`src/rtl/tl_d_pkg.sv`:
```
// Shared TileLink D-channel definitions for the L2 response deserialiser.
package tl_d_pkg;

    // D-channel opcodes
    localparam logic [2:0] TL_D_ACCESSACK     = 3'd0;
    localparam logic [2:0] TL_D_ACCESSACKDATA = 3'd1;
    localparam logic [2:0] TL_D_GRANT         = 3'd4;
    localparam logic [2:0] TL_D_GRANTDATA     = 3'd5;
    localparam logic [2:0] TL_D_RELEASEACK    = 3'd6;

    // Widest low source field a buffered beat can carry (supports NoRPM up to 256).
    localparam int TL_D_SRCW = 8;

    // One beat is 16 bytes (log2 = 4); the largest legal data response is 4 KiB.
    localparam logic [7:0] TL_D_BEAT_SIZE = 8'd4;
    localparam logic [7:0] TL_D_MAX_SIZE  = 8'd12;

    typedef enum logic {
        TL_D_IDLE,
        TL_D_BURST
    } tl_d_state_e;

    typedef struct packed {
        logic [2:0]           opcode;
        logic [1:0]           param;
        logic [7:0]           size;
        logic [TL_D_SRCW-1:0] source;
        logic                 sink;
        logic                 denied;
        logic                 corrupt;
        logic [127:0]         data;
        logic                 last;
    } tl_d_beat_t;

    function automatic logic tl_d_is_data(input logic [2:0] opcode);
        return (opcode == TL_D_ACCESSACKDATA) || (opcode == TL_D_GRANTDATA);
    endfunction

    // Beats in a response; oversize data responses report 1 and are rejected by the caller.
    function automatic logic [8:0] tl_d_beats(input logic [2:0] opcode, input logic [7:0] size);
        logic [8:0] beats;
        beats = 9'd1;
        if (tl_d_is_data(opcode) && (size > TL_D_BEAT_SIZE) && (size <= TL_D_MAX_SIZE)) begin
            beats = 9'd1 << (size - TL_D_BEAT_SIZE);
        end
        return beats;
    endfunction

endpackage

```
`src/rtl/tile_link_deserialiser_fifo2.sv`:
```
// Two-entry FIFO of D-channel beats with an occupancy count; one per upstream port.
module tl_d_fifo2
    import tl_d_pkg::*;
(
    input  logic       clk,
    input  logic       rst_n,
    input  logic       push_i,
    input  tl_d_beat_t push_beat_i,
    output logic       valid_o,
    output tl_d_beat_t beat_o,
    input  logic       ready_i,
    output logic [1:0] cnt_o
);

    tl_d_beat_t mem_q [2];
    tl_d_beat_t mem_d [2];
    logic       wr_ptr_q, wr_ptr_d;
    logic       rd_ptr_q, rd_ptr_d;
    logic [1:0] cnt_q, cnt_d;
    logic       push_ok;
    logic       pop;

    // Next-state for pointers, count and storage.
    always_comb begin
        // NOTE: every signal gets a default before any branch so no latch is inferred.
        mem_d    = mem_q;
        wr_ptr_d = wr_ptr_q;
        rd_ptr_d = rd_ptr_q;
        cnt_d    = cnt_q;
        push_ok  = push_i && (cnt_q != 2'd2);
        pop      = (cnt_q != 2'd0) && ready_i;
        if (push_ok) begin
            mem_d[wr_ptr_q] = push_beat_i;
            wr_ptr_d        = ~wr_ptr_q;
        end
        if (pop) begin
            rd_ptr_d = ~rd_ptr_q;
        end
        case ({push_ok, pop})
            2'b10:   cnt_d = cnt_q + 2'd1;
            2'b01:   cnt_d = cnt_q - 2'd1;
            default: cnt_d = cnt_q;
        endcase
    end

    // Control state register.
    always_ff @(posedge clk or negedge rst_n) begin
        // NOTE: sequential state uses non-blocking assignment so all flops update together.
        if (!rst_n) begin
            wr_ptr_q <= 1'b0;
            rd_ptr_q <= 1'b0;
            cnt_q    <= 2'd0;
        end else begin
            wr_ptr_q <= wr_ptr_d;
            rd_ptr_q <= rd_ptr_d;
            cnt_q    <= cnt_d;
        end
    end

    // Beat storage.
    always_ff @(posedge clk) begin
        // NOTE: storage is not reset; the count gates validity, so stale contents are never seen.
        mem_q <= mem_d;
    end

    assign valid_o = (cnt_q != 2'd0);
    assign beat_o  = mem_q[rd_ptr_q];
    assign cnt_o   = cnt_q;

endmodule

```
`src/rtl/tile_link_deserialiser.sv`:
```
// Routes the L2 D channel back to TUL+2 upstream ports by the port index in the
// source field, keeping multi-beat responses together and dropping bad routes.
module tile_link_deserialiser
    import tl_d_pkg::*;
#(
    parameter  int MADRBITS = 32,
    parameter  int NoRPM    = 2,
    parameter  int TUL      = 2,
    localparam int NP       = TUL + 2,
    localparam int PW       = $clog2(TUL + 2),
    localparam int LW       = $clog2(NoRPM),
    localparam int SW       = PW + LW
) (
    input  logic          l2_cache_clk_i,
    input  logic          l2_cache_rst_ni,
    input  logic [2:0]    l2_d_opcode_i,
    input  logic [1:0]    l2_d_param_i,
    input  logic [7:0]    l2_d_size_i,
    input  logic [SW-1:0] l2_d_source_i,
    input  logic          l2_d_sink_i,
    input  logic          l2_d_denied_i,
    input  logic          l2_d_corrupt_i,
    input  logic [127:0]  l2_d_data_i,
    input  logic          l2_d_valid_i,
    output logic          l2_d_ready_o,
    output logic [2:0]    d_opcode_o  [0:TUL+1],
    output logic [1:0]    d_param_o   [0:TUL+1],
    output logic [7:0]    d_size_o    [0:TUL+1],
    output logic [LW-1:0] d_source_o  [0:TUL+1],
    output logic          d_sink_o    [0:TUL+1],
    output logic          d_denied_o  [0:TUL+1],
    output logic          d_corrupt_o [0:TUL+1],
    output logic [127:0]  d_data_o    [0:TUL+1],
    output logic          d_last_o    [0:TUL+1],
    output logic          d_valid_o   [0:TUL+1],
    input  logic          d_ready_i   [0:TUL+1],
    output logic          route_err_o
);

    // The D channel carries no address; the width is kept only for a uniform parameter set.
    localparam int addr_w_unused = MADRBITS;

    tl_d_state_e   state_q, state_d;
    logic [PW-1:0] lock_q, lock_d;
    logic [7:0]    beat_cnt_q, beat_cnt_d;
    logic          err_q, err_d;

    logic [PW-1:0] in_port;
    logic [PW-1:0] dst;
    logic          dst_oor;
    logic          size_err;
    logic          err_beat;
    logic [8:0]    beats;
    logic          dst_full;
    logic          accept;
    logic          push;
    tl_d_beat_t    in_beat;

    logic [1:0]    fifo_cnt  [NP];
    logic          push_vec  [NP];
    tl_d_beat_t    port_beat [NP];
    logic [NP-1:0] src_hi_unused;

    assign in_port  = l2_d_source_i[SW-1 -: PW];
    assign dst      = (state_q == TL_D_BURST) ? lock_q : in_port;
    assign dst_oor  = ({1'b0, dst} >= (PW + 1)'(NP));
    assign size_err = tl_d_is_data(l2_d_opcode_i) && (l2_d_size_i > TL_D_MAX_SIZE);
    assign beats    = tl_d_beats(l2_d_opcode_i, l2_d_size_i);

    // Mid-burst beats follow the locked port and are never treated as errors.
    assign err_beat = (state_q == TL_D_IDLE) && (dst_oor || size_err);

    // Fullness of the destination buffer; unmatched (out-of-range) ports read as not full.
    always_comb begin
        dst_full = 1'b0;
        for (int i = 0; i < NP; i++) begin
            if (dst == PW'(i)) begin
                dst_full = (fifo_cnt[i] == 2'd2);
            end
        end
    end

    // Ready depends only on registered counts and the input source, never on d_ready_i.
    assign l2_d_ready_o = err_beat || !dst_full;
    assign accept       = l2_d_valid_i && l2_d_ready_o;
    assign push         = accept && !err_beat;

    assign in_beat.opcode  = l2_d_opcode_i;
    assign in_beat.param   = l2_d_param_i;
    assign in_beat.size    = l2_d_size_i;
    assign in_beat.source  = TL_D_SRCW'(l2_d_source_i[LW-1:0]);
    assign in_beat.sink    = l2_d_sink_i;
    assign in_beat.denied  = l2_d_denied_i;
    assign in_beat.corrupt = l2_d_corrupt_i;
    assign in_beat.data    = l2_d_data_i;
    assign in_beat.last    = (state_q == TL_D_BURST) ? (beat_cnt_q == 8'd1) : (beats == 9'd1);

    // Burst tracker and sticky error: lock the port on a multi-beat first beat, count down.
    always_comb begin
        state_d    = state_q;
        lock_d     = lock_q;
        beat_cnt_d = beat_cnt_q;
        err_d      = err_q || (accept && err_beat);
        case (state_q)
            TL_D_IDLE: begin
                if (push && (beats > 9'd1)) begin
                    state_d    = TL_D_BURST;
                    lock_d     = dst;
                    beat_cnt_d = 8'(beats - 9'd1);
                end
            end
            TL_D_BURST: begin
                if (accept) begin
                    beat_cnt_d = beat_cnt_q - 8'd1;
                    if (beat_cnt_q == 8'd1) begin
                        state_d = TL_D_IDLE;
                    end
                end
            end
        endcase
    end

    // Burst and error state registers.
    always_ff @(posedge l2_cache_clk_i or negedge l2_cache_rst_ni) begin
        if (!l2_cache_rst_ni) begin
            state_q    <= TL_D_IDLE;
            lock_q     <= '0;
            beat_cnt_q <= 8'd0;
            err_q      <= 1'b0;
        end else begin
            state_q    <= state_d;
            lock_q     <= lock_d;
            beat_cnt_q <= beat_cnt_d;
            err_q      <= err_d;
        end
    end

    assign route_err_o = err_q;

    for (genvar g = 0; g < NP; g++) begin : g_port
        assign push_vec[g] = push && (dst == PW'(g));

        tl_d_fifo2 u_fifo (
            .clk         (l2_cache_clk_i),
            .rst_n       (l2_cache_rst_ni),
            .push_i      (push_vec[g]),
            .push_beat_i (in_beat),
            .valid_o     (d_valid_o[g]),
            .beat_o      (port_beat[g]),
            .ready_i     (d_ready_i[g]),
            .cnt_o       (fifo_cnt[g])
        );

        assign d_opcode_o[g]    = port_beat[g].opcode;
        assign d_param_o[g]     = port_beat[g].param;
        assign d_size_o[g]      = port_beat[g].size;
        assign d_source_o[g]    = port_beat[g].source[LW-1:0];
        assign d_sink_o[g]      = port_beat[g].sink;
        assign d_denied_o[g]    = port_beat[g].denied;
        assign d_corrupt_o[g]   = port_beat[g].corrupt;
        assign d_data_o[g]      = port_beat[g].data;
        assign d_last_o[g]      = port_beat[g].last;
        assign src_hi_unused[g] = ^port_beat[g].source[TL_D_SRCW-1:LW];
    end

endmodule

```
`config.mk`:
```
export PLATFORM = sky130hd
export DESIGN_NAME = tile_link_deserialiser
export DESIGN_NICKNAME = d
export VERILOG_FILES = /design/src/rtl/tl_d_pkg.sv /design/src/rtl/tile_link_deserialiser_fifo2.sv /design/src/rtl/tile_link_deserialiser.sv
export SDC_FILE = /design/constraint.sdc
export NUM_CORES = 1
export LEC_CHECK = 0
export CAP_MARGIN = 20
export CORE_MARGIN = 2
export CORE_UTILIZATION = 53
export DETAILED_ROUTE_END_ITERATION = 8
export PLACE_DENSITY = 0.8
export SETUP_SLACK_MARGIN = 0.15
export SYNTH_ARGS = -nofsm -noshare
export SYNTH_HDL_FRONTEND = slang
export SYNTH_SLANG_ARGS = --single-unit
```
`constraint.sdc`:
```
create_clock -name l2_cache_clk_i -period 10.4 [get_ports l2_cache_clk_i]
set_input_delay 2.6 -clock l2_cache_clk_i [delete_from_list [all_inputs] [get_ports l2_cache_clk_i]]
set_output_delay 2.6 -clock l2_cache_clk_i [all_outputs]
set_load 0.02 [all_outputs]
```
==> summary.txt <==
Clock tree
  – Root buf cell: clkbuf_16
  – Clk buf depth: 3
  – Clk slew on worst S/H paths: 0.07 ns
  – # Post-CTS Setup Buffers: 0
  – Clk sink count: 1196
  – # H-tree levels: 3
  – Num CTS Buffers: 113
  – TritonCTS clock tree: done
  – Cts hold-fix bufs: 0
  – Clock Latency Late Sink: 0.69 ns
  – Post_cts resized: 0

Power
  – Leak: 18.7 nW
  – Cell Pwr Density: 257 mW/mm²
  – Overall Power: 0.0146 W
  – Max IR drop VDD: 0.189 mV

GRT
  – Gr usage total: 0.247
  – Initial antenna violation count: 7
  – Largest net degree at the start of global routing: 81
  – Remaining Overflow, GRT: 0
  – First-pass GRT wire length: 155000 µm
  – Vias in the first global route: 23.2k

Hold path
  – WHS Path Cells: 1
  – Hold Startpoint: g_port[1].u_fifo.cnt_o[1]$_DFFE_PN0P_
  – Hold Path Class: flop to flop
  – Hold Path Sink: g_port[1].u_fifo.cnt_o[1]$_DFFE_PN0P_

Worst setup path
  – Crit-path max FO: 19
  – Reg2Reg Setup Slack: 6.38 ns
  – R2r endpoint: g_port[1].u_fifo.mem_q[184]$_DFFE_PP_
  – Reg-to-reg startpoint: state_q$_DFF_PN0_
  – Critical Path RT: 7.80 ns
  – Worst Setup Path Type: input pin to primary output
  – Crit path DAT: 5.29 ns
  – R2R cell count: 7
  – Crit start category: input pin
  – Critical Path Sink Type: primary output

Timing
  – Worst slew pin tran: 1.14 ns
  – Max Clock Skew: 0.0417 ns
  – Hold Vio Cnt, Final: 0
  – Tcrit/Tclk final: 0.758
  – RSZ-0062 raised after global routing: false
  – Fmax: 127 MHz
  – Final min period: 7.89 ns
  – Worst rel slew slack: 0.243
  – Total negative slack: 0 ns
  – Setup violations, final: 0
  – Pins Over Slew Limit: 0

Route
  – Vias: 22.6k
  – DR vias/cell: 5.59
  – DR DRC count: 0
  – WL met3: 7850 µm
  – Post-Route M1 WL: 40700 µm
  – Top Layer Used: met4
  – WL/cell: 26.9 µm
  – DR pass1 iterations: 5
  – Antenna-violating nets left: 0
  – Final WL: 109000 µm
  – Met2 wire len: 55700 µm
  – Starting DRT DRC Count: 1889

Synthesis
  – Synth Register Bits: 1196
  – Yosys top cell by area: edfxtp_1
  – Most common cell in the netlist: edfxtp_1
  – YS warnings: 0
  – Mapped Area: 0.0441 mm²
  – Mean Syn Cell Area: 21.5 µm²
  – EDFF count, synth: 1168
  – Unique cell type count in the Yosys netlist: 63
  – Seq/Total Area, Yosys: 0.811
  – Top FF cell, synth: edfxtp_1
  – FFs w/ async S/R, synth: 0.0234
  – Mapped Cells: 2050
  – Commonest cells post-synth: edfxtp_1 (1168), mux2_2 (585), clkbuf_1 (66), dfrtp_1 (28), nor2_1 (25)
  – Area contributors post-synth: edfxtp_1 (80%), mux2_2 (15%), dfrtp_1 (1.6%)
  – Top-area cell type share of the netlist area: 0.795
  – Mapped Nets: 2215

Floorplan
  – DIE AREA: 0.0855 mm²
  – # rows: 105
  – Core Area: 0.0822 mm²
  – Initial core utilization: 0.536
  – Die X-Extent: 292 µm
  – Die Ht: 292 µm
  – IO Count: 744

Layout
  – Fillers: 4998
  – Area growth from synthesis to layout: 28.7%
  – Nets: 3031
  – Share of cells above drive strength 1: 0.278

Place
  – Routability cong.: 0.847
  – Port buffer count: 743
  – Detail Placement HPWL: 68500 µm

Run status
  – Run status: completed

Job
  – Number of max-cap violations: 0
[layout by cell type, fill, tap and decap left out, drive strengths merged, types with 8 or more instances in the layout]
master         Yosys  final
buf               10     34
mux2i              8      8
ha                11     11
bufinv             0     16
clkinv             0     57
xnor2             14     14
xor2               9      9
nand2             16     16
edfxtp          1168   1168
o21ai              9      9
clkdlybuf4s50      0    743
nor2              25     25
inv               11     13
dfrtp             28     28
clkbuf            66    129
mux2             586    586
[registers in the layout (all words and copies together), names as in the netlist]
name                    count
g_port.u_fifo.mem_q      1168
g_port.u_fifo.wr_ptr_q      4
state_q                     1
route_err_o                 1
g_port.u_fifo.cnt_o         8
lock_q                      2
beat_cnt_q                  8
g_port.u_fifo.rd_ptr_q      4
[per-stage QoR]
| stage | hold WS, ns | setup slack (ns) | cells | util | instance area [µm²] |
|---|---|---|---|---|---|
| after global placement | 0.464 | 2.56 | 3821 | 0.643 | 52900 |
| after detailed placement | 0.484 | 2.50 | 3821 | 0.643 | 52900 |
| after global routing | 0.522 | 2.35 | 4039 | 0.690 | 56800 |
| after CTS | 0.498 | 2.49 | 4032 | 0.690 | 56700 |
| final | 0.502 | 2.51 | 4039 | 0.690 | 56800 |
| after floorplan | 0.447 | 0.109 | 2050 | - | 44100 |
[routing by layer]
metal  track usage  vias to the layer above
met5             0                        -
met4         0.110                        0
met3        0.0520                      194
met2         0.424                      969
met1         0.304                    11663
li1              -                     9765
[power breakdown]
group / switching [W] / internal [W]
sequential: 0.000274 / 0.00563
combinational: 0.00239 / 0.00214
clock: 0.00176 / 0.00242
[logic make-up after synthesis]
family,Yosys count,synth area share
flip-flops,1196,0.811
AO/OA/AOI/OAI,40,0.00669
XOR/XNOR,23,0.00457
AND/OR/NAND/NOR,99,0.0134
adder cells (fa/ha/maj),11,0.00312
multiplexers,594,0.153
buffers and inverters,87,0.00854
[worst max-delay path by stage]
stage                               from                                  end  slack [ns]  cells past startpoint
after floorplan           l2_d_size_i[0]  g_port[1].u_fifo.mem_q[0]$_DFFE_PP_        0.11                      7
after global placement    l2_d_size_i[2]                         l2_d_ready_o        2.56                      6
after detailed placement  l2_d_size_i[2]                         l2_d_ready_o        2.50                      6
after CTS                 l2_d_size_i[2]                         l2_d_ready_o        2.49                      6
after global routing      l2_d_size_i[2]                         l2_d_ready_o        2.35                      6
final                     l2_d_size_i[2]                         l2_d_ready_o        2.51                      6
[worst max-delay path, cell delays in order]
cell	delay, ns
clkdlybuf4s50_1	0.87
ha_1	0.25
o21ai_1	0.12
a2111oi_2	0.60
nand2b_1	0.22
clkdlybuf4s50_1	0.62
[layout make-up]
class	count	area (µm²)	area share
sequential	1196	35800	0.631
multi-input combinational	767	8020	0.141
timing repair buffer	777	7720	0.136
clock buffer	129	2920	0.0514
tap	1070	1340	0.0236
clock inverter	82	920	0.0162
inverter	11	41.3	0.000727
antenna	7	17.5	0.000309
No activity file was read; power rests on OpenSTA's default activity.
